### config.mk
export PLATFORM = sky130hd
export DESIGN_NAME = pipe_reg_chain_flat
export DESIGN_NICKNAME = d
export VERILOG_FILES = /design/src/rtl/pipe_reg_chain_pkg.sv /design/src/rtl/pipe_reg_chain_if.sv /design/src/rtl/pipe_reg_chain_stage.sv /design/src/rtl/pipe_reg_chain.sv /design/src/flat_wrapper.sv
export SDC_FILE = /design/constraint.sdc
export NUM_CORES = 1
export LEC_CHECK = 0
export ABC_AREA = 1
export CORE_MARGIN = 4
export CORE_UTILIZATION = 40
export DETAILED_ROUTE_END_ITERATION = 10
export PLACE_DENSITY = 0.82
export SLEW_MARGIN = 20
export SYNTH_ARGS = -nofsm -noshare
export SYNTH_HDL_FRONTEND = slang
export SYNTH_SLANG_ARGS = --single-unit
### constraint.sdc
create_clock -name clk -period 1 [get_ports clk]
set_clock_uncertainty 0.2 [all_clocks]
set_input_delay 0.15 -clock clk [delete_from_list [all_inputs] [get_ports clk]]
set_output_delay 0.15 -clock clk [all_outputs]
set_load 0.01 [all_outputs]
### src/rtl/pipe_reg_chain_pkg.sv
// rtl/pipe_reg_chain_pkg.sv - shared constants and helpers for pipe_reg_chain
// Optional occupancy counter is enabled by defining PIPE_REG_CHAIN_OCC_EN.
package pipe_pkg;

  localparam int DEFAULT_WIDTH = 8;
  localparam int DEFAULT_DEPTH = 4;

  // Counter must hold 0..depth inclusive; never narrower than one bit.
  function automatic int occ_width(input int depth);
    int w;
    w = $clog2(depth + 1);
    return (w < 1) ? 1 : w;
  endfunction

  function automatic int tap_lo(input int idx, input int width);
    return idx * width;
  endfunction

endpackage

### src/rtl/pipe_reg_chain_if.sv
// rtl/pipe_reg_chain_if.sv - data/control bundle between a pipeline and its user
// Carries the occ count only when PIPE_REG_CHAIN_OCC_EN is defined.
interface pipe_reg_chain_if #(
  parameter int WIDTH = pipe_pkg::DEFAULT_WIDTH,
  parameter int DEPTH = pipe_pkg::DEFAULT_DEPTH
);
  logic                     en;
  logic                     flush;
  logic [WIDTH-1:0]         d;
  logic                     d_valid;
  logic [WIDTH-1:0]         q;
  logic                     q_valid;
  logic [WIDTH*DEPTH-1:0]   taps;
  logic [DEPTH-1:0]         taps_valid;
`ifdef PIPE_REG_CHAIN_OCC_EN
  logic [pipe_pkg::occ_width(DEPTH)-1:0] occ;

  modport master (
    output en, flush, d, d_valid,
    input  q, q_valid, taps, taps_valid, occ
  );

  modport slave (
    input  en, flush, d, d_valid,
    output q, q_valid, taps, taps_valid, occ
  );
`else
  modport master (
    output en, flush, d, d_valid,
    input  q, q_valid, taps, taps_valid
  );

  modport slave (
    input  en, flush, d, d_valid,
    output q, q_valid, taps, taps_valid
  );
`endif

endinterface

### src/rtl/pipe_reg_chain_stage.sv
// rtl/pipe_reg_chain_stage.sv - one enabled register stage with valid bit
// Priority: reset > flush > en > hold.
module pipe_stage #(
  parameter int               WIDTH     = 8,
  parameter logic [WIDTH-1:0] RESET_VAL = '0
) (
  input  logic             clk,
  input  logic             reset_n,
  input  logic             en,
  input  logic             flush,
  input  logic [WIDTH-1:0] d,
  input  logic             d_valid,
  output logic [WIDTH-1:0] q,
  output logic             q_valid
);

  // Flush only drops the valid bit; data is left as-is.
  always_ff @(posedge clk) begin
    if (!reset_n) begin
      q       <= RESET_VAL;
      q_valid <= 1'b0;
    end else if (flush) begin
      q_valid <= 1'b0;
    end else if (en) begin
      q       <= d;
      q_valid <= d_valid;
    end
  end

endmodule

### src/rtl/pipe_reg_chain.sv
// rtl/pipe_reg_chain.sv - DEPTH-stage WIDTH-bit delay line with valids, stall, flush
// Define PIPE_REG_CHAIN_OCC_EN to add the registered occupancy count (bus.occ).
module pipe_reg_chain
  import pipe_pkg::*;
#(
  parameter int               WIDTH     = DEFAULT_WIDTH,
  parameter int               DEPTH     = DEFAULT_DEPTH,
  parameter logic [WIDTH-1:0] RESET_VAL = '0
) (
  input logic              clk,
  input logic              reset_n,
  pipe_reg_chain_if.slave  bus
);

  logic [WIDTH-1:0]       stage_q [DEPTH];
  logic [DEPTH-1:0]       stage_v;
  logic [WIDTH*DEPTH-1:0] taps_w;

  for (genvar i = 0; i < DEPTH; i++) begin : g_stage
    logic [WIDTH-1:0] sd;
    logic             sv;

    if (i == 0) begin : g_head
      assign sd = bus.d;
      assign sv = bus.d_valid;
    end else begin : g_link
      assign sd = stage_q[i-1];
      assign sv = stage_v[i-1];
    end

    pipe_stage #(
      .WIDTH     (WIDTH),
      .RESET_VAL (RESET_VAL)
    ) u_stage (
      .clk     (clk),
      .reset_n (reset_n),
      .en      (bus.en),
      .flush   (bus.flush),
      .d       (sd),
      .d_valid (sv),
      .q       (stage_q[i]),
      .q_valid (stage_v[i])
    );
  end

  always_comb begin
    taps_w = '0;
    for (int i = 0; i < DEPTH; i++) begin
      taps_w[tap_lo(i, WIDTH) +: WIDTH] = stage_q[i];
    end
  end

  assign bus.taps       = taps_w;
  assign bus.taps_valid = stage_v;
  assign bus.q          = stage_q[DEPTH-1];
  assign bus.q_valid    = stage_v[DEPTH-1];

`ifdef PIPE_REG_CHAIN_OCC_EN
  localparam int OW = occ_width(DEPTH);

  logic [OW-1:0] occ_r;

  // Incremental: one entry in at stage 0, one entry out of the last stage.
  always_ff @(posedge clk) begin
    if (!reset_n) begin
      occ_r <= '0;
    end else if (bus.flush) begin
      occ_r <= '0;
    end else if (bus.en) begin
      occ_r <= occ_r + OW'(bus.d_valid) - OW'(stage_v[DEPTH-1]);
    end
  end

  assign bus.occ = occ_r;

  occ_matches_valids: assert property (@(posedge clk)
    int'(occ_r) == $countones(stage_v));
`endif

endmodule

### src/flat_wrapper.sv
// flat-port wrapper written by rule: the top's interface ports become plain ports
module pipe_reg_chain_flat import pipe_pkg::*;
#(
  parameter int               WIDTH     = DEFAULT_WIDTH,
  parameter int               DEPTH     = DEFAULT_DEPTH,
  parameter logic [WIDTH-1:0] RESET_VAL = '0
)
  (clk, reset_n, bus_en, bus_flush, bus_d, bus_d_valid, bus_q, bus_q_valid, bus_taps, bus_taps_valid);
  pipe_reg_chain_if #(.WIDTH(WIDTH), .DEPTH(DEPTH)) bus_i ();
  input logic clk;
  input logic reset_n;
  input wire logic [$bits(bus_i.en)-1:0] bus_en;
  input wire logic [$bits(bus_i.flush)-1:0] bus_flush;
  input wire logic [$bits(bus_i.d)-1:0] bus_d;
  input wire logic [$bits(bus_i.d_valid)-1:0] bus_d_valid;
  output wire logic [$bits(bus_i.q)-1:0] bus_q;
  output wire logic [$bits(bus_i.q_valid)-1:0] bus_q_valid;
  output wire logic [$bits(bus_i.taps)-1:0] bus_taps;
  output wire logic [$bits(bus_i.taps_valid)-1:0] bus_taps_valid;
  assign bus_i.en = bus_en;
  assign bus_i.flush = bus_flush;
  assign bus_i.d = bus_d;
  assign bus_i.d_valid = bus_d_valid;
  assign bus_q = bus_i.q;
  assign bus_q_valid = bus_i.q_valid;
  assign bus_taps = bus_i.taps;
  assign bus_taps_valid = bus_i.taps_valid;
  pipe_reg_chain #(.WIDTH(WIDTH), .DEPTH(DEPTH), .RESET_VAL(RESET_VAL)) u_core (.clk(clk), .reset_n(reset_n), .bus(bus_i));
endmodule
==> results.toml <==
[global_route]
globalRoute.totalOverflow = 0
grt_pass1_vias = 1611
grt_first_pass_wirelength_um = 7170
grt_max_degree = 26
all_layer_global_routing_usage_pct = 17.5
antenna_found_initial = 0

[drt]
post_drt_via_cell_ratio = 4.49
met3WireLength_um = 249
detail_route.first_pass.iterations = 4
wirelength_um = 4500
post_detailed_route_count_of_antenna_violating_nets = 0
drt_iter0_drc = 82
route.detailed.drc = 0
route.met2.wl_um = 2310
topRoutingLayerUsed = "met4"
detailroute.via_count = 1665
detail_route.wl_per_cell_um = 12.1
wl_met1_um = 1860

[clock_network]
h-tree-depth = 2
cts.sink_count = 36
path_clk_slew_ns = 0.07
worst_skew_pair.late_latency_ns = 0.30
cts.path.max_buffers = 2
cts.hold.buffers_added = 0
clock_tree_from_tritoncts = "yes"
cts_buffers = 5
root_buffer = "sky130_fd_sc_hd__clkbuf_8"

[floorplanning]
ioPinCount = 58
die_x_um = 73.0
design.die.area_um2 = 5330
floorplan.core_area_um2 = 4060
chipHeight_um = 73.0
starting_utilization_of_the_core_area_pct = 41.7
rows = 23

[worst_setup_path]
crit_arrival_ns = 0.76
critPathBufInv = 1
timing.critical_path.slowest_stage_cell = "sky130_fd_sc_hd__dfxtp_4"
cp_cell_sequence = "buf_6"
critical_path_peak_fanout = 3
crit_path_capture_type = "output port"
setup.worst_path.start_class = "flip-flop"
worstPathRequired_ns = 0.65
critical-path-top-delay-family = "flip-flops"
crit_type = "flip-flop to output port"
slowest_delay_ns = 0.36

[final_layout]
fin_cells = 371
antenna-diode-count = 0
area.growth.synth_to_final_pct = 69.6
fillCellCount = 298
layout-drive-gt1-share_pct = 56.1
post-route-util_pct = 70.7
finish.net_count = 333

[placement]
placed_cells_incl_taps = 355
dpl_hpwl_um = 2730
io_buffers = 57
finalWeightedCongestion = 0.787

[yosys]
synth.largest_area_cell = "sky130_fd_sc_hd__dfxtp_1"
synthFlopType = "sky130_fd_sc_hd__dfxtp_1"
syn_area_um2 = 1690
synth.area.top_cells = "sky130_fd_sc_hd__dfxtp_1 43%, sky130_fd_sc_hd__nor2_1 14%, sky130_fd_sc_hd__nand2_1 9.1%, sky130_fd_sc_hd__buf_4 7.5%, sky130_fd_sc_hd__inv_1 7.1%"
synthMostInstantiatedCell = "sky130_fd_sc_hd__nor2_1"
synth-warning-count = 0
synth.top_cell.area_share_pct = 42.6
synth.yosys.seq_area_share_pct = 42.6
asyncSetResetFlopFracSynth_pct = 0
synth_enable_flop_cells = 0
synth.lib_cells_used.distinct = 13
ys_ff_latch = 36
synth_cells = 238
synth.cells.most_frequent = "64 x sky130_fd_sc_hd__nor2_1, 41 x sky130_fd_sc_hd__nand2_1, 36 x sky130_fd_sc_hd__dfxtp_1"
synth.net_count = 251
syn-mean-instance-area_um2 = 7.11

[worst_hold_path]
holdCritPathClass = "input port to flip-flop"

[sta]
max-slew-margin-rel_pct = 85.3
setup_viol = 45
timing.fmax_mhz = 897
timing.setup.tns_ns = -4.19
tightestPinTransition_ns = 0.221
final-max-slew-violation-count = 0
timing.final.hold_violations = 0
rsz0062_at_grt = "true"
hold-worst-slack_ns = 0.156
worst_slack_ns = -0.115
period_needed_ns = 1.11
period_share_pct = 111

[power_and_ir_drop]
p_leak_nw = 1.36
fin_total_pwr_w = 0.00358
ir_drop_mv = 0.965
power_density_nw_per_um2 = 1250

[outcome]
run_status = "complete, but fails checks"
violations = "negative setup slack"

[job]
timing.max_cap.violations = 0
-- layer usage --
metal  GRT usage [%]  up-vias
li1                -      863
met1            20.5      739
met2            30.3       51
met3            5.10       12
met4            6.15        0
met5               0        -
-- cells in the final DEF, fill, tap and decap left out --
cell | synthesis | final
sky130_fd_sc_hd__a21oi_1 | 4 | 4
sky130_fd_sc_hd__buf_12 | 0 | 6
sky130_fd_sc_hd__buf_16 | 0 | 2
sky130_fd_sc_hd__buf_2 | 6 | 2
sky130_fd_sc_hd__buf_4 | 17 | 24
sky130_fd_sc_hd__buf_6 | 3 | 56
sky130_fd_sc_hd__clkbuf_1 | 0 | 1
sky130_fd_sc_hd__clkbuf_2 | 0 | 1
sky130_fd_sc_hd__clkbuf_8 | 0 | 6
sky130_fd_sc_hd__clkdlybuf4s50_1 | 0 | 9
sky130_fd_sc_hd__clkinvlp_4 | 0 | 1
sky130_fd_sc_hd__dfxtp_2 | 0 | 34
sky130_fd_sc_hd__dfxtp_4 | 0 | 2
sky130_fd_sc_hd__dlygate4sd2_1 | 0 | 1
sky130_fd_sc_hd__inv_1 | 32 | 14
sky130_fd_sc_hd__inv_2 | 1 | 19
sky130_fd_sc_hd__inv_6 | 0 | 1
sky130_fd_sc_hd__nand2_1 | 41 | 39
sky130_fd_sc_hd__nand2_2 | 0 | 2
sky130_fd_sc_hd__nand3_1 | 21 | 11
sky130_fd_sc_hd__nand3_2 | 11 | 21
sky130_fd_sc_hd__nor2_1 | 64 | 62
sky130_fd_sc_hd__nor2_2 | 0 | 2
sky130_fd_sc_hd__nor2_8 | 1 | 1
-- logic make-up after synthesis --
logic type	count (synthesis)	synth area share, %
AND/OR/NAND/NOR	138	37.2
buffers and inverters	60	19.0
flip-flops	36	42.6
AO/OA/AOI/OAI	4	1.18
-- cell type report --
class	count	area, um2	area share (%)
clock buffer	7	86.3	3.01
inverter	34	133	4.62
multi-input combinational	142	709	24.7
timing repair buffer	101	1100	38.3
sequential	36	771	26.9
clock inverter	1	7.51	0.262
tap	50	62.6	2.18
-- stage by stage --
| stage | worst slack (ns) | instance area [um2] |
|---|---|---|
| 6_report | -0.115 | 2870 |
| 5_1_grt | -0.140 | 2870 |
| 4_1_cts | -0.125 | 2760 |
| 3_5_place_dp | -0.460 | 2450 |
| 3_3_place_gp | -0.428 | 2450 |
| 2_1_floorplan | 0.00114 | 1690 |
-- power by group --
part / total (W) / internal (W) / switching (W)
Sequential: 0.00160 / 0.00153 / 0.0000718
Combinational: 0.000887 / 0.000499 / 0.000388
Clock: 0.00110 / 0.000560 / 0.000537
Total: 0.00358 / 0.00259 / 0.000997
-- state kept, by name (all words and copies together) (netlist names) --
register                        count
u_core.g_stage.u_stage.q_valid      4
u_core.g_stage.u_stage.q           32
-- timing repair --
action / 4_1_cts / 5_1_grt
setup buffers: 5 / 0
pin swaps: 1 / 13
gates cloned: 3 / 0
endpoints found under the setup margin: 81 / 70
resized for setup: 267 / 46
-- path summary, 6_finish.rpt --
check                                    startpoint                                end  slack (ns)  depth (start not counted)
hold reg to reg   u_core.g_stage[0].u_stage.q_valid  u_core.g_stage[1].u_stage.q_valid        0.28                          2
hold / removal                            bus_flush     u_core.g_stage[3].u_stage.q[1]        0.16                          6
setup reg to reg     u_core.g_stage[1].u_stage.q[3]     u_core.g_stage[2].u_stage.q[3]        0.01                          5
setup / recovery  u_core.g_stage[3].u_stage.q_valid                  bus_taps_valid[3]       -0.11                          1
Power figures use the tool's default switching activity.
